===== config.mk =====
export PLATFORM = sky130hd
export DESIGN_NAME = uart_rx_deframer
export DESIGN_NICKNAME = d
export VERILOG_FILES = /design/src/rtl/uart_rx_deframer.sv
export SDC_FILE = /design/constraint.sdc
export NUM_CORES = 1
export LEC_CHECK = 0
export CAP_MARGIN = 20
export CORE_ASPECT_RATIO = 1.1
export CORE_UTILIZATION = 50
export DETAILED_ROUTE_END_ITERATION = 6
export HOLD_SLACK_MARGIN = 0.15
export PLACE_DENSITY = 0.82
export RECOVER_POWER = 25
export SLEW_MARGIN = 20
export SYNTH_ARGS = -nofsm -noshare
export SYNTH_HDL_FRONTEND = slang
export SYNTH_SLANG_ARGS = --single-unit

===== constraint.sdc =====
create_clock -name clk -period 1.6 [get_ports clk]
set_input_delay 0.16 -clock clk [delete_from_list [all_inputs] [get_ports clk]]
set_output_delay 0.16 -clock clk [all_outputs]
set_load 0.005 [all_outputs]

===== src/rtl/uart_rx_deframer.sv =====
// UART receive deframer: synchronizes pc_data, recovers 8N1 frames with a 3-tap majority vote, and
// presents each byte on rx_valid/rx_ready. Optional even parity checking is enabled by RX_PARITY_EN.
`timescale 1ns/1ps

module uart_rx_deframer #(
   parameter int unsigned CLKS_PER_BIT = 650,
   parameter int unsigned SYNC_STAGES  = 2
) (
   input  logic       clk,
   input  logic       reset,
   input  logic       pc_data,
   output logic [7:0] rx_data,
   output logic       rx_valid,
   input  logic       rx_ready,
   output logic       frame_err,
   output logic       overrun,
   output logic       parity_err,
   output logic       rx_busy
);

   localparam int unsigned   CW       = $clog2(CLKS_PER_BIT);
   localparam logic [CW-1:0] HALF_END = CW'(CLKS_PER_BIT / 2 - 1);
   localparam logic [CW-1:0] BIT_END  = CW'(CLKS_PER_BIT - 1);

   typedef enum logic [2:0] {
      S_IDLE,
      S_START,
      S_DATA,
      S_STOP
`ifdef RX_PARITY_EN
      , S_PARITY
`endif
   } state_t;

   state_t                 state_q, state_d;
   logic [SYNC_STAGES-1:0] sync_q, sync_d;
   logic [1:0]             hist_q, hist_d;
   logic [CW-1:0]          clk_cnt_q, clk_cnt_d;
   logic [2:0]             bit_cnt_q, bit_cnt_d;
   logic [7:0]             shift_q, shift_d;
   logic [7:0]             rx_data_q, rx_data_d;
   logic                   rx_valid_q, rx_valid_d;
   logic                   frame_err_q, frame_err_d;
   logic                   overrun_q, overrun_d;
   logic                   rx_busy_q, rx_busy_d;
`ifdef RX_PARITY_EN
   logic                   par_bad_q, par_bad_d;
   logic                   parity_err_q, parity_err_d;
`endif

   logic rxs;
   logic vote;
   logic bit_end;
   logic stop_good;

   assign rxs     = sync_q[SYNC_STAGES-1];
   // Majority of the current and two previous synchronized samples around the bit centre
   assign vote    = (rxs & hist_q[0]) | (rxs & hist_q[1]) | (hist_q[0] & hist_q[1]);
   assign bit_end = (clk_cnt_q == BIT_END);

`ifdef RX_PARITY_EN
   assign stop_good = vote & ~par_bad_q;
`else
   assign stop_good = vote;
`endif

   always_comb begin
      state_d     = state_q;
      sync_d      = {sync_q[SYNC_STAGES-2:0], pc_data};
      hist_d      = {hist_q[0], rxs};
      clk_cnt_d   = clk_cnt_q + CW'(1);
      bit_cnt_d   = bit_cnt_q;
      shift_d     = shift_q;
      rx_data_d   = rx_data_q;
      rx_valid_d  = rx_valid_q & ~rx_ready;
      frame_err_d = 1'b0;
      overrun_d   = 1'b0;
`ifdef RX_PARITY_EN
      par_bad_d    = par_bad_q;
      parity_err_d = 1'b0;
`endif

      case (state_q)
         S_IDLE: begin
            clk_cnt_d = '0;
            bit_cnt_d = '0;
            if (!rxs) state_d = S_START;
         end
         S_START: begin
            if (clk_cnt_q == HALF_END) begin
               clk_cnt_d = '0;
               bit_cnt_d = '0;
               state_d   = vote ? S_IDLE : S_DATA;
            end
         end
         S_DATA: begin
            if (bit_end) begin
               clk_cnt_d = '0;
               shift_d   = {vote, shift_q[7:1]};
               bit_cnt_d = bit_cnt_q + 3'd1;
               if (bit_cnt_q == 3'd7) begin
`ifdef RX_PARITY_EN
                  state_d = S_PARITY;
`else
                  state_d = S_STOP;
`endif
               end
            end
         end
`ifdef RX_PARITY_EN
         S_PARITY: begin
            if (bit_end) begin
               clk_cnt_d = '0;
               par_bad_d = (vote != ^shift_q);
               state_d   = S_STOP;
            end
         end
`endif
         S_STOP: begin
            if (bit_end) begin
               // Leave at stop-bit centre so a following start edge is not missed
               clk_cnt_d = '0;
               state_d   = S_IDLE;
`ifdef RX_PARITY_EN
               parity_err_d = par_bad_q;
               frame_err_d  = ~par_bad_q & ~vote;
`else
               frame_err_d  = ~vote;
`endif
               if (stop_good) begin
                  if (rx_valid_q && !rx_ready) begin
                     overrun_d = 1'b1;
                  end else begin
                     rx_data_d  = shift_q;
                     rx_valid_d = 1'b1;
                  end
               end
            end
         end
         default: state_d = S_IDLE;
      endcase

      rx_busy_d = (state_d != S_IDLE);
   end

   always_ff @(posedge clk or negedge reset) begin
      if (!reset) begin
         state_q     <= S_IDLE;
         sync_q      <= '1;
         hist_q      <= '1;
         clk_cnt_q   <= '0;
         bit_cnt_q   <= '0;
         shift_q     <= '0;
         rx_data_q   <= 8'h00;
         rx_valid_q  <= 1'b0;
         frame_err_q <= 1'b0;
         overrun_q   <= 1'b0;
         rx_busy_q   <= 1'b0;
`ifdef RX_PARITY_EN
         par_bad_q    <= 1'b0;
         parity_err_q <= 1'b0;
`endif
      end else begin
         state_q     <= state_d;
         sync_q      <= sync_d;
         hist_q      <= hist_d;
         clk_cnt_q   <= clk_cnt_d;
         bit_cnt_q   <= bit_cnt_d;
         shift_q     <= shift_d;
         rx_data_q   <= rx_data_d;
         rx_valid_q  <= rx_valid_d;
         frame_err_q <= frame_err_d;
         overrun_q   <= overrun_d;
         rx_busy_q   <= rx_busy_d;
`ifdef RX_PARITY_EN
         par_bad_q    <= par_bad_d;
         parity_err_q <= parity_err_d;
`endif
      end
   end

   assign rx_data   = rx_data_q;
   assign rx_valid  = rx_valid_q;
   assign frame_err = frame_err_q;
   assign overrun   = overrun_q;
   assign rx_busy   = rx_busy_q;
`ifdef RX_PARITY_EN
   assign parity_err = parity_err_q;
`else
   assign parity_err = 1'b0;
`endif

endmodule


* Word level (Yosys, flattened, before mapping)
Cells that the tools add are included.
Storage, ports and cells: flip-flop bits (word level) 40, bits in latches 0, RAM bits 0, memory bits (read-only) 0, bits of input ports 4, output and inout port bits 13, logic and storage cells 62, memories 0
Cells by class: $add $sub $neg 2, multipliers 0, div/mod/pow operators 0, $lt $le $gt $ge 0, eq/ne operators 8, shift operators 0, multiplexer cells 23, bitwise logic cells 9, reductions and logical operators 9
Operator list (count):
- $pmux 10 s3 | 1
- $mux 3 | 7
- $mux 10 | 2
- $pmux 3 s4 | 1
- $add 10x1->10 const B | 1
- $eq 10x10->1 const B | 1
- $eq 10x9->1 const B | 1
- $mux 1 | 10
- $pmux 3 s3 | 1
- $eq 3x2->1 const B | 2
- $reduce_bool 3->1 | 2
- $and 1x1->1 | 4
- $ne 2x2->1 const B | 2
- $reduce_and 4->1 | 1
- $add 3x1->3 const B | 1
- $eq 3x1->1 const B | 1
- $eq 3x3->1 const B | 1
- $logic_not 3->1 | 1
- $not 1->1 | 3
- $reduce_and 3->1 | 1
- $mux 2 | 1
- $or 1x1->1 | 2
- $reduce_and 2->1 | 1
- $reduce_or 2->1 | 1
- other kinds (2) | 2

* Longest topological paths before layout
Gate-level depths: netlist of run 1.
word-level depth 7, gate-level depth with buffers 7, gate-level depth less buffers 6

* Worst setup path after synthesis of run 1
No wires, ideal clock.
kind register to register, from register clk_cnt_q[5], to register rx_data_q[0], in the netlist rx_data[0], library setup time 0.125 ns, arrival 1.589 ns, data required time 1.475 ns, slack -0.114 ns, stages on the path, launching flop included 6, buffers on the path 1, period minus slack after synthesis 1.714 ns, path through dfrtp_1 -> or2_2 -> nor3_1 -> and3_1 -> buf_4 -> mux2_2
On the way: longest elaborated chain between the ends 2
RTL lines:
- start, declared | RTL line 38 | logic [CW-1:0] clk_cnt_q, clk_cnt_d;
- start signal, assigned | RTL line 167 | clk_cnt_q <= clk_cnt_d;
- $eq 10x10->1 | RTL line 59 | assign bit_end = (clk_cnt_q == BIT_END);
- $reduce_and 4->1 (no line)
- end signal, assigned | RTL line 170 | rx_data_q <= rx_data_d;
- end, declared | RTL line 41 | logic [7:0] rx_data_q, rx_data_d;
Every way passes these cells. A chain may end at the register's enable or synchronous reset.

* Final worst setup path of run 1
from register state_q[2], to register shift_q[3]
On the way: longest elaborated chain between the ends 2
RTL lines:
- start, declared | RTL line 35 | state_t state_q, state_d;
- start signal, assigned | RTL line 164 | state_q <= state_d;
- $eq 3x2->1 | RTL line 83 | case (state_q)
- $reduce_and 2->1 (no line)
- end signal, assigned | RTL line 169 | shift_q <= shift_d;
- end, declared | RTL line 40 | logic [7:0] shift_q, shift_d;
Every way passes these cells.

==> metrics.md, run 1 <==
| Metric | Value |
|---|---|
| Outcome | finished with violations |
| Violated checks | negative setup slack |
| Total CTS buffers | 5 |
| Antenna Cells | 0 |
| Clk_skew | 13.7 ps |
| Tcrit/Tclk final | 111% |
| Vias | 1,370 |
| Leak Pwr | 1.11 nW |
| CTS tree | yes |
| Vias per cell | 5.27 |
| Worst-margin pin slew | 961 ps |
| Most common cell after layout, fill and taps aside | dfrtp_1 |
| RSZ-0062 raised after global routing | yes |
| # fillers | 238 |
| Hold EP | sync_q[0] |
| CP Capture Type | flip-flop |
| Area Growth Syn to Fin | 38.5% |
| I/O pin count | 17 |
| Flop-to-flop setup slack | -170 ps |
| R2r worst-path depth | 5 |
| Full die area | 0.00383 mm2 |
| Final WS setup | -168 ps |
| Delay of the slowest critical-path stage | 560 ps |
| Final HPWL DP | 2.53 mm |
| Post-synthesis register bit count | 40 |
| Chip Width | 59.1 um |
| Crit-path slowest cell | or4_4 |
| Worst slew margin | 35.9% |
| Nets | 220 |
| Final core utilization | 73.4% |
| Hold Path Class | in2reg |
| Number of max-cap violations | 0 |
| Total gr overflow | 0 |
| First-pass GRT wire length | 6.29 mm |
| Fin. max-slew vios | 0 |
| Commonest cells after routing, fill and taps aside | dfrtp_1 (35), nand2_1 (31), buf_4 (23) |
| Dpl cells | 247 |
| FF-to-FF Start | state_q[2] |
| Die H | 64.9 um |
| Post-Syn Area | 0.00180 mm2 |
| Vias in the first global route | 1,441 |
| Clock network latency to the later pin of the worst-skew pair | 350 ps |
| Seq/Total Area, Yosys | 56.0% |
| IO buf count | 15 |
| Synth top area share | 50.2% |
| Fmax | 565 MHz |
| Buffers & Inverters on Critical Path | 1 |
| Wire per inst | 15.5 um |
| Worst Min Path Start | pc_data |
| Initial Util | 53.0% |
| Min Hold Slack | 347 ps |
| Core Region | 0.00339 mm2 |
| CP delay by family, top | simple AND/OR/NAND/NOR gates |
| Largest net degree at the start of global routing | 41 |
| TNS Setup | -3730 ps |
| GPL Wtd Cong | 0.821 |
| Synth area leader | dfrtp_1 |
| Post-route insts no fill | 260 |
| Layout cells sized above 1 | 38.2% |
| Post-Place Setup Slack | -119 ps |
| Antenna Violating Nets Remaining | 0 |
| Most used cell, CP | nand2_2 |
| Post-route DRC | 0 |
| Max rail drop VDD | 579 uV |
| PwrDens | 817 mW/mm2 |
| Hold Path Cell Cnt | 1 |
| Worst reg2reg path endpoint | shift_q[3] |
| Worst-path clk slew | 110 ps |
| Crit start category | flip-flop |
| First-iteration detailed-routing DRC count | 70 |
| Pre-antenna DRT Iters | 4 |
| Largest cells by area after synthesis | dfrtp_1 (50%), nand2_1 (7.5%), dfstp_2 (5.9%) |
| Critical path type | reg2reg |
| Average size of a mapped cell | 11.1 um2 |
| Crit-path max FO | 8 |
| Cells after Synth | 162 |
| Routed wire length | 4.04 mm |
| Count of final hold-check violations | 0 |
| Netlist cell types | 41 |
| # clock sinks | 40 |
| Synth warnings | 0 |
| Initial antenna violation count | 0 |
| Clk root buf | clkbuf_4 |
| Minimum clock period | 1770 ps |
| H-tree Lvls | 2 |
| CP cell instances | or3b_4 > or4_4 > buf_6 > nand2_2 > nand2_2 |
| All-Layer GR Usage | 22.4% |
| CP required | 1860 ps |
| Cell Rows | 22 |
| Final Setup Violations | 29 |
| CTS Buffer Depth | 2 |
| Data arrival, critical path | 2020 ps |
per-stage QoR:
| step | power [mW] | cell area (um2) |
|---|---|---|
| 2_1_floorplan | 1.15 | 1830 |
| 3_3_place_gp | 1.25 | 2190 |
| 3_5_place_dp | 1.26 | 2190 |
| 4_1_cts | 2.00 | 2370 |
| 5_1_grt | 2.10 | 2490 |
| 6_report | 2.03 | 2490 |
metal layers:
layer / global-route usage, % / part of all wire, %
met5: 0 / 0
met2: 41.2 / 56
met3: 6.39 / 3.1
met1: 22.8 / 37
met4: 10.1 / 3.8
cell type report:
| type | count | area (um2) | share of cell area (%) |
|---|---|---|---|
| Clock buffer | 7 | 65.1 | 2.62 |
| Clock inverter | 1 | 30.0 | 1.21 |
| Inverter | 2 | 7.51 | 0.302 |
| Multi-Input combinational cell | 117 | 927 | 37.3 |
| Sequential cell | 40 | 1010 | 40.5 |
| Tap cell | 48 | 60.1 | 2.42 |
| Timing Repair Buffer | 45 | 389 | 15.7 |
cell families after synthesis:
family	count (synthesis)	synth area share, %
and+or+nand+nor	82	23.7
DFF	40	56.0
AOI/OAI and AO/OA	11	4.53
xor gates and xnor gates	8	3.90
muxes	8	5.02
adders and majority gates	6	4.11
buffers and inverters	6	2.51
other	1	0.209
cells in the mapped netlist:
cell type  instances
nand4_1            1
nor2b_1            2
buf_4              2
a211oi_1           1
o2bb2ai_1          1
inv_1              2
nor3b_1            2
and3_1             2
nor4_4             1
or2_2              1
ha_1               5
a221oi_2           1
maj3_2             1
nand2_1           36
nand4bb_1          1
or3_1              1
or4_4              1
nand2b_1           2
buf_6              2
dfstp_2            4
a21o_1             1
a21oi_1            1
o21ai_0            4
nand3b_1           1
nand4b_1           1
dfrtp_1           36
or2_0              1
conb_1             1
and4bb_2           1
and4b_1            1
nor3_1             5
nor4_1             1
mux2_2             8
a211o_1            1
nand3_1            6
o21ai_2            1
xnor2_1            6
xor2_1             2
nor2_1            13
and3b_1            1
or3b_4             1
flip-flops by register name, summed over array words and instances, names as in the netlist:
| register | cells |
|---|---|
| shift_q | 8 |
| rx_valid | 1 |
| rx_busy | 1 |
| clk_cnt_q | 10 |
| sync_q | 2 |
| hist_q | 2 |
| frame_err | 1 |
| rx_data | 8 |
| state_q | 3 |
| bit_cnt_q | 3 |
| overrun | 1 |
worst max path at each step:
stage                  from           end  slack [ps]  cells after the start
3_5_place_dp   clk_cnt_q[1]  bit_cnt_q[0]        -120                      6
6_report         state_q[2]    shift_q[3]        -170                      5
2_1_floorplan  clk_cnt_q[1]  bit_cnt_q[1]         -70                      7
3_3_place_gp   clk_cnt_q[1]  bit_cnt_q[0]         -80                      6
4_1_cts          state_q[2]    shift_q[3]        -130                      5
5_1_grt        clk_cnt_q[1]  clk_cnt_q[4]        -220                      8
what timing repair did:
action | CTS | global route
gates cloned | 0 | 1
buffers inserted | 3 | 1
endpoints found under the setup margin | 29 | 32
pin swaps | 3 | 7
gates resized for setup | 22 | 26
endpoints found under the hold margin | 36 | 0
hold buffers | 1 | 0
worst reg2reg max path, stage by stage, from the launching register on:
cell and delay [ps]:
dfrtp_1 430, or3b_4 420, or4_4 560, buf_6 170, nand2_2 70, nand2_2 40
power breakdown:
| group | switching [mW] | leakage (nW) | internal (mW) | total (mW) |
|---|---|---|---|---|
| registers | 0.0211 | 0.535 | 1.04 | 1.06 |
| logic | 0.115 | 0.523 | 0.117 | 0.232 |
| clock network | 0.322 | 0.0515 | 0.415 | 0.737 |
No activity file was read; power rests on OpenSTA's default activity.
==> run 2: changes to the inputs <==
GPL_TIMING_DRIVEN = 1   (was default)
==> results of run 2 <==
No change in the layout: final DEF, timing and power equal those of run 1.
